`config.mk`:
```
export PLATFORM = sky130hd
export DESIGN_NAME = mips_pipeline_hazard
export DESIGN_NICKNAME = d
export VERILOG_FILES = /design/src/rtl/mips_pipeline_hazard.sv
export SDC_FILE = /design/constraint.sdc
export NUM_CORES = 1
export LEC_CHECK = 0
export BUFFER_PORTS_ARGS = -buffer_cell sky130_fd_sc_hd__buf_2
export CAP_MARGIN = 40
export CORE_ASPECT_RATIO = 0.7
export CORE_MARGIN = 3
export CORE_UTILIZATION = 48
export CTS_CLUSTER_SIZE = 20
export DETAILED_ROUTE_END_ITERATION = 8
export PLACE_DENSITY = 0.87
export SETUP_SLACK_MARGIN = 0.5
export SYNTH_ARGS = -nofsm -noshare
export SYNTH_HDL_FRONTEND = slang
export SYNTH_SLANG_ARGS = --single-unit
export TNS_END_PERCENT = 100
```
`constraint.sdc`:
```
create_clock -name clock -period 2.2 [get_ports clock]
set_input_delay 0.44 -clock clock [delete_from_list [all_inputs] [get_ports clock]]
set_output_delay 0.44 -clock clock [all_outputs]
set_load 0.01 [all_outputs]
```
`src/rtl/mips_pipeline_hazard.sv`:
```
// mips_pipeline_hazard
// Hazard and stall controller for the pc -> reg -> ex -> mem pipeline.
// A scoreboard of STAGES in-flight instructions (entry 0 = EX) is compared
// against the decode-stage source registers to detect RAW hazards. The block
// drives PC/decode enables, bubble insertion, operand forwarding selects,
// branch squash and a whole-pipeline freeze on ext_stall.
//
// Build option: define MIPS_PIPELINE_HAZARD_FORWARD_EN to enable operand
// forwarding from ready scoreboard entries. Without it, forwarding selects
// are tied to 0 and any matching in-flight writer stalls decode until that
// writer retires from the scoreboard.
//
// Handshake: there is no valid/ready pair. id_valid qualifies the decode
// inputs. An instruction is accepted on a rising clock edge exactly when
// id_en is high in that cycle. While id_en is low, the decode stage must hold
// its inputs stable.
//
// dbg_state reports the mode the controller took in the previous cycle:
// 0 = RUN, 1 = HAZ, 2 = FRZ.
module mips_pipeline_hazard #(
    parameter int STAGES   = 3,
    parameter int REG_W    = 5,
    parameter int LOAD_LAT = 2,
    parameter int DELAYED  = 1,
    parameter int SEL_W    = $clog2(STAGES + 1)
) (
    input  logic              clock,
    input  logic              reset_n,
    input  logic              id_valid,
    input  logic [REG_W-1:0]  id_rs,
    input  logic [REG_W-1:0]  id_rt,
    input  logic              id_rs_used,
    input  logic              id_rt_used,
    input  logic              id_wr,
    input  logic [REG_W-1:0]  id_dst,
    input  logic              id_load,
    input  logic              br_taken,
    input  logic              ext_stall,
    output logic              pc_en,
    output logic              id_en,
    output logic              ex_bubble,
    output logic              id_squash,
    output logic [SEL_W-1:0]  fwd_rs_sel,
    output logic [SEL_W-1:0]  fwd_rt_sel,
    output logic [STAGES-1:0] stage_valid,
    output logic [15:0]       stall_cnt,
    output logic [1:0]        dbg_state
);

`ifdef MIPS_PIPELINE_HAZARD_FORWARD_EN
    localparam bit FWD_EN = 1'b1;
`else
    localparam bit FWD_EN = 1'b0;
`endif

    typedef enum logic [1:0] {
        ST_RUN = 2'd0,
        ST_HAZ = 2'd1,
        ST_FRZ = 2'd2
    } state_t;

    state_t state_q, state_d;

    // Scoreboard: entry 0 is the youngest (EX); entry STAGES-1 retires next.
    logic [STAGES-1:0]            sb_valid_q, sb_valid_d;
    logic [STAGES-1:0]            sb_wr_q,    sb_wr_d;
    logic [STAGES-1:0]            sb_load_q,  sb_load_d;
    logic [STAGES-1:0][REG_W-1:0] sb_dst_q,   sb_dst_d;

    logic        pend_br_q, pend_br_d;
    logic [15:0] stall_cnt_q, stall_cnt_d;

    // Per-source winning match and its readiness.
    logic             rs_hit, rt_hit;
    logic [SEL_W-1:0] rs_idx, rt_idx;
    logic             rs_rdy, rt_rdy;
    logic             rs_stall, rt_stall, hazard;
    logic             squash_req, run;

    // Find the youngest in-flight writer of each decode source register.
    always_comb begin
        rs_hit = 1'b0;
        rs_idx = '0;
        rs_rdy = 1'b0;
        rt_hit = 1'b0;
        rt_idx = '0;
        rt_rdy = 1'b0;
        // Iterate oldest to youngest so the lowest-index match overwrites the others.
        for (int i = STAGES - 1; i >= 0; i--) begin
            if (id_valid && id_rs_used && (id_rs != '0) && sb_valid_q[i] &&
                sb_wr_q[i] && (sb_dst_q[i] == id_rs)) begin
                rs_hit = 1'b1;
                rs_idx = SEL_W'(i);
                rs_rdy = !sb_load_q[i] || (i >= LOAD_LAT);
            end
            if (id_valid && id_rt_used && (id_rt != '0) && sb_valid_q[i] &&
                sb_wr_q[i] && (sb_dst_q[i] == id_rt)) begin
                rt_hit = 1'b1;
                rt_idx = SEL_W'(i);
                rt_rdy = !sb_load_q[i] || (i >= LOAD_LAT);
            end
        end
    end

    // Stall decision: without forwarding, any in-flight writer blocks the read.
    always_comb begin
        rs_stall = rs_hit && (!FWD_EN || !rs_rdy);
        rt_stall = rt_hit && (!FWD_EN || !rt_rdy);
        hazard   = rs_stall || rt_stall;
    end

    // Next-state and outputs: freeze beats squash, and squash beats a data stall.
    always_comb begin
        squash_req = (DELAYED == 0) && (br_taken || pend_br_q);
        state_d    = ST_RUN;
        if (ext_stall) begin
            state_d = ST_FRZ;
        end else if (hazard && !squash_req) begin
            state_d = ST_HAZ;
        end
        run        = (state_d == ST_RUN);
        pc_en      = run;
        id_en      = run;
        ex_bubble  = (state_d == ST_HAZ);
        id_squash  = run && squash_req;
        fwd_rs_sel = '0;
        fwd_rt_sel = '0;
        if (FWD_EN && run && rs_hit && rs_rdy) begin
            fwd_rs_sel = rs_idx + SEL_W'(1);
        end
        if (FWD_EN && run && rt_hit && rt_rdy) begin
            fwd_rt_sel = rt_idx + SEL_W'(1);
        end
    end

    // A branch that arrives while decode is blocked is remembered for the first RUN cycle.
    always_comb begin
        pend_br_d = pend_br_q;
        if (state_d == ST_RUN) begin
            pend_br_d = 1'b0;
        end else if (br_taken) begin
            pend_br_d = 1'b1;
        end
    end

    // Hazard-stall counter, saturating; frozen cycles are not counted.
    always_comb begin
        stall_cnt_d = stall_cnt_q;
        if ((state_d == ST_HAZ) && (stall_cnt_q != 16'hFFFF)) begin
            stall_cnt_d = stall_cnt_q + 16'd1;
        end
    end

    // Scoreboard shift: decode instruction or bubble enters entry 0 unless frozen.
    always_comb begin
        sb_valid_d = sb_valid_q;
        sb_wr_d    = sb_wr_q;
        sb_load_d  = sb_load_q;
        sb_dst_d   = sb_dst_q;
        if (state_d != ST_FRZ) begin
            for (int i = STAGES - 1; i > 0; i--) begin
                sb_valid_d[i] = sb_valid_q[i-1];
                sb_wr_d[i]    = sb_wr_q[i-1];
                sb_load_d[i]  = sb_load_q[i-1];
                sb_dst_d[i]   = sb_dst_q[i-1];
            end
            if (state_d == ST_RUN) begin
                // A squashed delay-slot instruction travels as a bubble.
                sb_valid_d[0] = id_valid && !squash_req;
                sb_wr_d[0]    = id_wr;
                sb_load_d[0]  = id_load;
                sb_dst_d[0]   = id_dst;
            end else begin
                sb_valid_d[0] = 1'b0;
                sb_wr_d[0]    = 1'b0;
                sb_load_d[0]  = 1'b0;
                sb_dst_d[0]   = '0;
            end
        end
    end

    // State, scoreboard, pending-branch and counter registers.
    always_ff @(posedge clock or negedge reset_n) begin
        if (!reset_n) begin
            state_q     <= ST_RUN;
            sb_valid_q  <= '0;
            sb_wr_q     <= '0;
            sb_load_q   <= '0;
            sb_dst_q    <= '0;
            pend_br_q   <= 1'b0;
            stall_cnt_q <= 16'd0;
        end else begin
            state_q     <= state_d;
            sb_valid_q  <= sb_valid_d;
            sb_wr_q     <= sb_wr_d;
            sb_load_q   <= sb_load_d;
            sb_dst_q    <= sb_dst_d;
            pend_br_q   <= pend_br_d;
            stall_cnt_q <= stall_cnt_d;
        end
    end

    assign stage_valid = sb_valid_q;
    assign stall_cnt   = stall_cnt_q;
    assign dbg_state   = state_q;

endmodule

```
==> flow_summary.yaml <==
routing:
  detail-route-antenna-nets: 0
  firstDrtPassIters: 4
  drc_errors: 0
  vias: 1696
  wirelength_um: 5666
  via_per_inst: 5.471
  wl_per_cell_um: 18.28
  drt_iter0_drc: 141
global_routing:
  grt_pass1_vias: 1632
  grt_pass1_wl_um: 8583
  antenna_found_initial: 0
  grt_util_all_layers_pct: 21.74
  grt_max_degree: 40
  grt_overflow_total: 0
power:
  p_leak_uw: 0.001393
  power_density_nw_per_um2: 611.9
  comb_power_share_pct: 20.0
  swShare_pct: 28.86
  p_int_uw: 1329
  ir_worst_vdd_mv: 0.4247
  p_sw_uw: 539.1
  seqPwrFrac_pct: 46.7
  clkPwrFrac_pct: 33.3
layout:
  antennaDiodeCount: 0
  layout_commonest_cell: "buf_2"
  final_area_sq_um: 3053
  layout_common_cells: "44 x buf_2, 36 x dfrtp_1, 23 x xor2_1, 19 x xnor2_1, 18 x buf_4"
  area_delta_synth_final_pct: 42.19
  fin_nets: 282
  final_util_pct: 74.23
  drive_gt1_share_pct: 53.49
timing:
  fin_crit_ns: 2.464
  final.setup_skew_ns: 0.01115
  hold_violations: 0
  rsz0062_at_grt: "true"
  max_freq_ghz: 0.4058
  finalSetupViolCount: 7
  fin_setup_tns_ns: -0.8325
  relSlewSlack_pct: 61.22
  slew_viol_final: 0
  finalCritPeriodShare_pct: 112.0
  worst_slack_ns: -0.2643
  tightest_slew_ns: 0.5817
synth:
  yosysSeqAreaShare_pct: 45.45
  synth_xor_area_share_pct: 18.36
  yosys.area_share.adder_pct: 0.5828
  synth-compound-area-share_pct: 11.66
  syn_avg_cell_area_sq_um: 11.99
  syn_area_sq_um: 2147
  synth_seq_cells: 39
  synthSimpleGateAreaFrac_pct: 11.36
  synthMuxAreaShare_pct: 7.867
  netlist_instances: 179
  synth_cell_types: 27
  synth_top_family_by_area: "XOR/XNOR gates"
  synth_warnings: 0
floorplan:
  die_w_um: 85.94
  pin_count: 53
  dieHeight_um: 61.96
  core.rowCount: 19
  start_util_pct: 52.21
  dieArea_sq_um: 5324
  core_sq_um: 4113
placement:
  place_congestion: 0.8690
  placed_area_sq_um: 2540
  dp_hpwl_um: 3573
  port_buffers: 45
cts:
  cts.sinks: 39
  clk_pin_slew_worst_paths_ns: 0.09
  cts_made_buffers: 5
  cts_hold_buf: 0
  cts-root-buf: "clkbuf_8"
  clk_path_buf_depth: 2
  clk_latency_ns: 0.30
  cts_tree: "done"
  cts_max_level: 2
outcome:
  status: "complete, but fails checks"
  violations: "setup timing"
flow_run:
  cap_viol_max_count: 0
setup_path:
  crit_required_ns: 1.76
  crit_path_max_fanout: 4
  critPathLaunchType: "register"
  critPathKind: "reg2out"
  crit_path_end_kind: "primary output"
  cp.arrival_ns: 2.02
hold_path:
  hold_path_class: "in2async"
-- critical path: stages, from the launching register on --
cell     delay, ns
dfrtp_1       0.46
xor2_1        0.20
nor4_2        0.32
nand4_1       0.16
a31oi_2       0.21
nor2_2        0.08
nor2_2        0.15
buf_2         0.15
-- worst paths after layout --
path,from,endpoint,slack (ns),cells after the start
setup / recovery,sb_dst_q[5],ex_bubble,-0.26,7
max in group asynchronous,reset_n,sb_dst_q[0],1.66,2
hold reg to reg,stall_cnt[11],stall_cnt[11],0.50,1
setup reg to reg,sb_dst_q[5],dbg_state[0],-0.04,13
hold / removal,reset_n,sb_dst_q[14],0.17,2
min in group clock,id_dst[0],sb_dst_q[0],0.39,2
-- metal layers --
layer / track usage (%) / part of all wire [%] / up-vias
li1: - / - / 799
met1: 32.33 / 49 / 837
met2: 30.95 / 44 / 55
met3: 6.061 / 5.6 / 5
met4: 6.321 / 0.95 / 0
met5: 0 / 0 / -
-- registers in the layout, summed over array words and instances, names as in the netlist --
name,cells
stall_cnt,16
dbg_state,2
sb_dst_q,15
stage_valid,3
sb_wr_q,3
-- logic make-up after synthesis --
group / after synthesis
multiplexers: 15
flip-flops: 39
AND/OR/NAND/NOR: 37
AO/OA/AOI/OAI: 27
XOR/XNOR: 45
buffers and inverters: 14
adder cells (fa/ha/maj): 1
other: 1
-- power groups by stage --
stage,logic [uW],clock network (uW),registers [uW]
6_report,373,622,873
5_1_grt,403,659,878
4_1_cts,340,628,865
3_5_place_dp,287,0,880
3_3_place_gp,277,0,873
2_1_floorplan,185,0,863
-- synth_stat cells --
library cell   n  area, sq um
xor2_1        24        210.2
buf_4          6        45.04
or4_1          2        15.01
conb_1         1        3.750
and4_1         1        8.760
a31oi_4        1        21.27
xnor2_1       21        183.9
and2_1        10        62.56
o211ai_1      10        75.07
nand4_1        7        43.79
nor3_1         1        5.000
o21ai_2        1        8.760
o2111ai_2      1        15.01
nor2_1         2        7.510
a31oi_2        2        25.02
and3_1         7        43.79
dfrtp_1       39        975.9
ha_1           1        12.51
buf_6          3        33.78
mux2_2        15        168.9
nor4_2         2        25.02
o2111ai_1      5        43.79
clkbuf_1       3        11.26
inv_1          2        7.510
a31o_2         7        61.31
nor4_1         4        25.02
and2_2         1        7.510
-- area by class of cell --
type                            count  area, sq um
Timing Repair Buffer               79        574.3
Inverter                            2        7.507
Sequential cell                    39        979.7
Fill cell                         257         1060
Clock buffer                        5        68.82
Clock inverter                      3        47.55
Tap cell                           52        65.06
Multi-Input combinational cell    130         1310
-- metrics by stage --
step / std cells / hold slack, ns / setup WS (ns) / power [uW]
floorplan: 183 / 0.1444 / -0.02702 / 1048
global placement: 285 / 0.4914 / -0.1231 / 1150
detailed placement: 285 / 0.4846 / -0.1549 / 1166
CTS: 305 / 0.1977 / -0.2456 / 1832
global route: 310 / 0.2120 / -0.3628 / 1940
finish: 310 / 0.1739 / -0.2643 / 1868
-- repair_timing --
item,in CTS,in global routing
buffers inserted,12,5
pin swaps,22,9
endpoints found under the setup margin,27,27
gates resized for setup,38,12
(Power assumes the default switching activity.)
